$ cat src/rtl/hazard_pkg.sv
// Shared types for the hazard controller: in-flight entry record and forward-select type.
// Address fields are sized to AW_MAX; narrower register files zero-extend into them.
package hazard_pkg;

    localparam int AW_MAX = 8;
    localparam int SW_MAX = 3;

    typedef struct packed {
        logic              valid;
        logic [AW_MAX-1:0] raddr;
        logic              regwrite;
        logic              memread;
        logic [AW_MAX-1:0] rs;
        logic [AW_MAX-1:0] rt;
    } entry_t;

    typedef logic [SW_MAX-1:0] fwd_sel_t;

    localparam fwd_sel_t FWD_REGFILE = 3'd0;

    function automatic entry_t bubble();
        entry_t e;
        e = '0;
        return e;
    endfunction

endpackage

$ cat src/rtl/hazard_match.sv
// Compares one source address against every in-flight entry selected by mask;
// returns the hit vector and the index of the youngest (lowest) hit.
module hazard_match
    import hazard_pkg::*;
#(
    parameter int NSTAGE = 3,
    parameter int SW     = $clog2(NSTAGE)
) (
    input  logic [AW_MAX-1:0]         addr,
    input  entry_t [NSTAGE-1:0]       ents,
    input  logic [NSTAGE-1:0]         mask,
    output logic [NSTAGE-1:0]         hit,
    output logic [SW-1:0]             youngest
);

    // Scan oldest to youngest so the lowest matching index wins.
    always_comb begin
        hit      = '0;
        youngest = SW'(FWD_REGFILE);
        for (int k = NSTAGE - 1; k >= 0; k--) begin
            if (mask[k] && (addr != '0) && ents[k].valid && ents[k].regwrite &&
                (ents[k].raddr == addr)) begin
                hit[k]   = 1'b1;
                youngest = SW'(k);
            end else begin
                hit[k]   = 1'b0;
            end
        end
    end

endmodule

$ cat src/rtl/hazard_ctrl.sv
// Pipeline hazard controller: stall/flush of F/D and E-operand forwarding selects.
// Define HAZARD_FORWARD_EN for forwarding (load-use stalls only); otherwise stall-only.
module hazard_ctrl
    import hazard_pkg::*;
#(
    parameter int NSTAGE = 3,
    parameter int AW     = 5,
    parameter int SW     = $clog2(NSTAGE)
) (
    input  logic          Clock,
    input  logic          nReset,
    input  logic          IssueValidD,
    input  logic [AW-1:0] RsAddrD,
    input  logic [AW-1:0] RtAddrD,
    input  logic [AW-1:0] RAddrD,
    input  logic          RegWriteD,
    input  logic          MemReadD,
    input  logic          BranchTakenE,
    output logic          StallFD,
    output logic          FlushD,
    output logic [SW-1:0] ForwardA,
    output logic [SW-1:0] ForwardB,
    output logic [15:0]   StallCount
);

`ifdef HAZARD_FORWARD_EN
    localparam logic [NSTAGE-1:0] MASK_D = {{(NSTAGE-1){1'b0}}, 1'b1};
    localparam logic [NSTAGE-1:0] MASK_E = {{(NSTAGE-1){1'b1}}, 1'b0};
`else
    // The W entry is excluded: the register file writes before it is read.
    localparam logic [NSTAGE-1:0] MASK_D = {1'b0, {(NSTAGE-1){1'b1}}};
`endif

    entry_t [NSTAGE-1:0] ents;
    entry_t              new_ent;
    logic [AW_MAX-1:0]   rs_d, rt_d, rd_d;
    logic [NSTAGE-1:0]   hit_rs_d, hit_rt_d;
    logic [SW-1:0]       yng_rs_d, yng_rt_d;
    logic                haz_rs, haz_rt, stall_raw, load_d;

    // Zero-extend decode addresses into the entry field width.
    always_comb begin
        rs_d = '0;
        rt_d = '0;
        rd_d = '0;
        rs_d[AW-1:0] = RsAddrD;
        rt_d[AW-1:0] = RtAddrD;
        rd_d[AW-1:0] = RAddrD;
    end

    hazard_match #(.NSTAGE(NSTAGE), .SW(SW)) u_match_rs_d (
        .addr(rs_d), .ents(ents), .mask(MASK_D), .hit(hit_rs_d), .youngest(yng_rs_d)
    );
    hazard_match #(.NSTAGE(NSTAGE), .SW(SW)) u_match_rt_d (
        .addr(rt_d), .ents(ents), .mask(MASK_D), .hit(hit_rt_d), .youngest(yng_rt_d)
    );

    // The youngest hit is itself a hit whenever any masked entry matched.
`ifdef HAZARD_FORWARD_EN
    assign haz_rs = hit_rs_d[yng_rs_d] && ents[yng_rs_d].memread;
    assign haz_rt = hit_rt_d[yng_rt_d] && ents[yng_rt_d].memread;
`else
    assign haz_rs = hit_rs_d[yng_rs_d];
    assign haz_rt = hit_rt_d[yng_rt_d];
`endif

    assign stall_raw = IssueValidD && (haz_rs || haz_rt);
    assign StallFD   = stall_raw && !BranchTakenE;
    assign FlushD    = BranchTakenE;
    assign load_d    = IssueValidD && !StallFD && !BranchTakenE;

`ifdef HAZARD_FORWARD_EN
    logic [NSTAGE-1:0] hit_rs_e, hit_rt_e;
    logic [SW-1:0]     yng_rs_e, yng_rt_e;

    hazard_match #(.NSTAGE(NSTAGE), .SW(SW)) u_match_rs_e (
        .addr(ents[0].rs), .ents(ents), .mask(MASK_E), .hit(hit_rs_e), .youngest(yng_rs_e)
    );
    hazard_match #(.NSTAGE(NSTAGE), .SW(SW)) u_match_rt_e (
        .addr(ents[0].rt), .ents(ents), .mask(MASK_E), .hit(hit_rt_e), .youngest(yng_rt_e)
    );

    assign ForwardA = (ents[0].valid && hit_rs_e[yng_rs_e]) ? yng_rs_e : SW'(FWD_REGFILE);
    assign ForwardB = (ents[0].valid && hit_rt_e[yng_rt_e]) ? yng_rt_e : SW'(FWD_REGFILE);
`else
    assign ForwardA = SW'(FWD_REGFILE);
    assign ForwardB = SW'(FWD_REGFILE);
`endif

    // Build the record entering E: the decode instruction or a bubble.
    always_comb begin
        new_ent = bubble();
        if (load_d) begin
            new_ent.valid    = 1'b1;
            new_ent.raddr    = rd_d;
            new_ent.regwrite = RegWriteD;
            new_ent.memread  = MemReadD;
            new_ent.rs       = rs_d;
            new_ent.rt       = rt_d;
        end else begin
            new_ent = bubble();
        end
    end

    // In-flight shift register: entry k moves to k+1, the W entry retires.
    always_ff @(posedge Clock or negedge nReset) begin
        if (!nReset) begin
            ents <= '0;
        end else begin
            ents <= {ents[NSTAGE-2:0], new_ent};
        end
    end

    // Saturating stall-cycle counter.
    always_ff @(posedge Clock or negedge nReset) begin
        if (!nReset) begin
            StallCount <= 16'd0;
        end else if (StallFD && (StallCount != 16'hFFFF)) begin
            StallCount <= StallCount + 16'd1;
        end else begin
            StallCount <= StallCount;
        end
    end

endmodule
$ cat config.mk
export PLATFORM = sky130hd
export DESIGN_NAME = hazard_ctrl
export DESIGN_NICKNAME = d
export VERILOG_FILES = /design/src/rtl/hazard_pkg.sv /design/src/rtl/hazard_match.sv /design/src/rtl/hazard_ctrl.sv
export SDC_FILE = /design/constraint.sdc
export NUM_CORES = 1
export LEC_CHECK = 0
export ABC_AREA = 0
export BUFFER_PORTS_ARGS = -buffer_cell sky130_fd_sc_hd__buf_2
export CAP_MARGIN = 0
export CORE_ASPECT_RATIO = 0.9
export CORE_MARGIN = 3
export CORE_UTILIZATION = 59
export CTS_CLUSTER_DIAMETER = 50
export DETAILED_ROUTE_END_ITERATION = 8
export PLACE_DENSITY = 0.83
export SLEW_MARGIN = 20
export SYNTH_ARGS = -nofsm -noshare
export SYNTH_HDL_FRONTEND = slang
export SYNTH_HIERARCHICAL = 1
export SYNTH_SLANG_ARGS = --single-unit
$ cat constraint.sdc
create_clock -name Clock -period 2.45 [get_ports Clock]
set_input_delay 0.1225 -clock Clock [delete_from_list [all_inputs] [get_ports Clock]]
set_output_delay 0.1225 -clock Clock [all_outputs]
set_load 0.05 [all_outputs]
-- After elaboration in Yosys (flattened, before gate mapping)
Index checks and enable logic that the tools add are counted.
- bits in registers: 36
- bits in latches: 0
- bits in writable memories: 0
- ROM bits: 0
- bits of input ports: 21
- output and inout bits: 22
- word-level logic and storage cells: 50
- memories: 0
- add/sub/neg operators: 1
- multiply operators: 0
- divide/modulo/power cells: 0
- order comparisons: 2
- equal/unequal tests: 5
- shifts and indexed selects: 0
- mux-type cells: 13
- bitwise gates (word level): 0
- reduce and logical (&&, ||, !) cells: 22
- operators by type and width (kind ; count):
    $eq A8 B5 Y1 ; 4
    $mux W27 ; 1
    $logic_and A1 B1 Y1 ; 17
    $add A16 B1 Y16 const B ; 1
    $ne A16 B16 Y1 const B ; 1
    $reduce_bool A8 Y1 ; 2
    $mux W1 ; 10
    $lt A2 B3 Y1 const B ; 2
    $bmux W1 S2 ; 2
    $logic_not A1 Y1 ; 2
    $logic_or A1 B1 Y1 ; 1

-- Logic depth before layout (Yosys ltp)
- depth in word-level cells: 15
- depth in mapped cells: 10
- mapped depth without buffers: 9

-- Hierarchy
Netlist, hierarchy kept.
- by module, submodules not included (module ; times used ; cells each ; area each (µm²) ; seq. area each (µm²)):
    hazard_ctrl ; 1 ; 158 ; 2384.8 ; 1751.7
    hazard_match ; 2 ; 42 ; 346.6 ; 0.0

-- Least setup slack after synthesis
Ideal clock, no wire load.
- path kind: register to register
- from: reg ents[21] (netlist name)
- to: reg StallCount[10]
- setup time: 142 ps
- arrival: 2295 ps
- data required time: 2308 ps
- path slack: 13 ps
- cell stages (with the launch flop): 10
- buffers on the path: 1
- period minus slack after synthesis: 2437 ps
- path through: dfrtp_1 -> xnor2_1 -> nand3_1 -> nor4_1 -> nor2b_1 -> or2_2 -> a21oi_4 -> buf_2 -> nand4_1 -> xnor2_1
- cells in the longest elaborated chain, start to end: 9
- elaborated cells between the ends (all ways): 16
- classes of those cells: eq/ne: 2; mux: 8; reduce/logical: 6
- RTL lines (element ; line ; RTL):
    $eq A8 B5 Y1 ; hazard_match.sv:22 ; (ents[k].raddr == addr)) begin
    $logic_and A1 B1 Y1 ; hazard_match.sv:21 ; if (mask[k] && (addr != '0) && ents[k].valid && ents[k].regwrite &&
    $mux W1 ; hazard_match.sv:21 ;
    named net hit_rs_d[0] ; hazard_ctrl.sv:37 ; logic [NSTAGE-1:0] hit_rs_d, hit_rt_d;
    $bmux W1 S2 ; hazard_ctrl.sv:63 ; assign haz_rs = hit_rs_d[yng_rs_d];
    $mux W1 (not written as such) ; hazard_ctrl.sv:63 ;
    $logic_or A1 B1 Y1 ; hazard_ctrl.sv:67 ; assign stall_raw = IssueValidD && (haz_rs || haz_rt);
    $logic_and A1 B1 Y1 ; hazard_ctrl.sv:67 ;
    $logic_and A1 B1 Y1 ; hazard_ctrl.sv:68 ; assign StallFD = stall_raw && !BranchTakenE;
    named net StallFD ; hazard_ctrl.sv:19 ; output logic StallFD,
    $logic_and A1 B1 Y1 ; hazard_ctrl.sv:118 ; end else if (StallFD && (StallCount != 16'hFFFF)) begin
    end signal, assigned ; hazard_ctrl.sv:119 ; StallCount <= StallCount + 16'd1;
    end signal, assigned ; hazard_ctrl.sv:121 ; StallCount <= StallCount;
    end, declared ; hazard_ctrl.sv:23 ; output logic [15:0] StallCount
The timed path passes the listed nets, and every way through them passes these cells. The select of a mux whose other input is x is not followed.
A chain may end at the register's enable or synchronous reset.

-- Worst setup path in the final report
- from: reg ents[47] (netlist name)
- to: out StallFD
- elaborated cells between the ends (all ways): 17
- classes of those cells: eq/ne: 2; mux: 10; reduce/logical: 5
- RTL lines (element ; line ; RTL):
    $eq A8 B5 Y1 ; hazard_match.sv:22 ;
    $logic_and A1 B1 Y1 ; hazard_match.sv:21 ;
    $mux W1 ; hazard_match.sv:21 ;
    named net hit_rt_d[1] ; hazard_ctrl.sv:37 ;
    $bmux W1 S2 ; hazard_ctrl.sv:64 ; assign haz_rt = hit_rt_d[yng_rt_d];
    $mux W1 (not written as such) ; hazard_ctrl.sv:64 ;
    $logic_or A1 B1 Y1 ; hazard_ctrl.sv:67 ;
    $logic_and A1 B1 Y1 ; hazard_ctrl.sv:67 ;
    $logic_and A1 B1 Y1 ; hazard_ctrl.sv:68 ;
    end, declared ; hazard_ctrl.sv:19 ;
The timed path passes the listed nets, and every way through them passes these cells. The select of a mux whose other input is x is not followed.

==> metrics.yaml <==
timing:
  fmax_mhz: 395
  rsz0062_at_grt: "yes"
  hold_viol: 0
  worst_pin_slew_ns: 0.813
  setup_viol: 13
  finalWorstSetupSlack_ns: -0.0789
  period_share: 1.03
  hold_ws_ns: 0.0314
  min_period_ns: 2.53
  fin_worst_skew_ns: 0.00740
  drv_slew: 0
  slew_headroom: 0.458
die:
  die_w_um: 70.1
  io_pins: 43
  die_height_um: 63.7
  start_util: 0.632
  coreArea_um2: 3450
  num_rows: 20
  die_area_um2: 4470
routing:
  via_per_inst: 5.42
  drtPass1Iterations: 5
  ant_nets: 0
  drtIter0Drc: 174
  drc: 0
  routedWlPerCell_um: 18.2
  via_count: 1923
  routed_wl_mm: 6.46
layout:
  nFillCells: 163
  multi_input_area_um2: 1530
  num-nets-final: 332
  ff_latch_area_um2: 926
  drive_above_1_share: 0.328
  fin_cells: 355
  n_antenna_cell: 0
  syn2layout_area_growth_pct: 38.7
worst_setup_path:
  worstPathArrival_ns: 2.41
  critPathMaxStageDelay_ns: 0.45
  required_ns: 2.33
  path_delay_family: "simple AND/OR/NAND/NOR gates"
  end_kind: "output port"
  crit_buf_inv: 2
  start_kind: "flop"
  critPathKind: "reg -> out"
  crit_chain: "xnor2_1 -> nand3_1 -> nor4_2 -> nor2b_1 -> nand3b_1 -> o211a_1 -> a21oi_4 -> buf_6 -> buf_8"
  crit_slowest_cell: "dfrtp_1"
  path_max_fanout: 3
power:
  clockPowerShare: 0.388
  p_per_area_nw_per_um2: 454
  p_seq_frac: 0.464
  p_int_mw: 1.01
  p_switching_uw: 360
  irDropWorstVdd_mv: 0.397
  switching_share: 0.262
  combPwrFrac: 0.147
  p_leak_nw: 1.42
  finalPower_mw: 1.37
global_routing:
  grt_pass1_wl_mm: 8.74
  antenna_found_initial: 0
  grt_pass1_vias: 1844
  grt_max_degree: 38
  grt_usage: 0.254
  grt_overflow: 0
clock_network:
  cts_htree_levels: 2
  cts_made_buffers: 5
  cts_tree: "yes"
  cts_root_buf: "clkbuf_8"
  clock-sinks: 37
  cts_max_path_buffers: 2
  clkSlewWorstSetupHoldPaths_ns: 0.08
  clk_latency_ns: 0.29
placed_design:
  hpwl_mm: 3.49
  io_buffers: 37
  gp_congestion: 0.840
  placed_cells: 338
run_status:
  violations: "setup timing"
  outcome: "complete, but fails checks"
yosys:
  yosysWarnings: 6
  syn_area_um2: 2180
  avgSynthCellArea_um2: 11.0
  synth_cells: 198
min_path:
  hp-class: "in -> reg"
flow_run:
  maxCapViolCount: 0
-- sequential cells by signal (all words and copies together), names as in the netlist --
name / count
StallCount: 16
ents: 21
-- power groups by stage --
stage	sequential [mW]	clock, mW	combinational, mW
2_1_floorplan	0.647	0	0.111
3_3_place_gp	0.647	0	0.161
3_5_place_dp	0.648	0	0.164
5_1_grt	0.640	0.568	0.218
6_report	0.638	0.534	0.202
4_1_cts	0.636	0.528	0.172
-- per-stage QoR --
stage	worst slack (ns)	TNS, ns	utilization	cell area, µm²
after global routing	-0.250	-4.28	0.877	3030
after detailed placement	-0.0544	-0.0786	0.778	2690
after global placement	-0.00912	-0.00912	0.778	2690
after CTS	0.00151	0	0.838	2900
after floorplan	0.0129	0	-	2370
final	-0.0789	-0.435	0.877	3030
-- final timing paths --
path / cells past startpoint / slack (ns) / endpoint / from
max in group asynchronous: 2 / 1.46 / ents[46]$_DFF_PN0_ / nReset
min in group asynchronous: 2 / 0.47 / StallCount[12]$_DFFE_PN0P_ / nReset
worst max register to register: 10 / -0.07 / StallCount[1]$_DFFE_PN0P_ / ents[47]$_DFF_PN0_
worst min-delay path: 2 / 0.03 / ents[18]$_DFF_PN0_ / RAddrD[0]
worst max-delay path: 9 / -0.08 / StallFD / ents[47]$_DFF_PN0_
worst min register to register: 0 / 0.41 / ents[44]$_DFF_PN0_ / ents[17]$_DFF_PN0_
-- layer usage --
| layer | track usage | vias to the layer above | routed length (µm) |
|---|---|---|---|
| met2 | 0.439 | 100 | 3240 |
| met5 | 0 | - | 0 |
| li1 | - | 867 | - |
| met4 | 0.0957 | 0 | 271 |
| met3 | 0.0510 | 27 | 445 |
| met1 | 0.313 | 929 | 2500 |
-- what timing repair did --
item / in CTS / in global routing
endpoints found under the setup margin: 10 / 23
pin swaps: 2 / 5
buffers inserted: 6 / 2
hold buffers: 1 / 0
gates resized for setup: 10 / 18
hold endpoints to repair: 37 / 0
cloned: 0 / 0
-- layout make-up --
type / count / area share
multi-input cells: 203 / 0.505
flip-flops and latches: 37 / 0.306
repair buffers: 62 / 0.133
clock buffers: 6 / 0.0240
well taps: 44 / 0.0182
clock inverters: 2 / 0.0128
inverters: 1 / 0.00124
-- layout by cell type (no fill, tap or decap), types with 2 or more instances in the layout --
cell and count:
a21oi_1 2, nor4_1 2, buf_2 36, nor4_4 4
nand3_2 4, buf_4 19, buf_6 5, mux2i_1 3
nor3_1 3, and2_1 7, nand4_1 20, and3_1 3
xnor2_1 43, nor2b_1 2, conb_1 52, xnor2_2 7
dfrtp_1 37, or4_4 4, nand2_1 3, nand3b_1 2
nand3_1 6, clkbuf_8 5, xor2_1 9, nor2_1 5
nor4b_2 2, nor2_4 2
No activity file was read; power rests on OpenSTA's default activity.
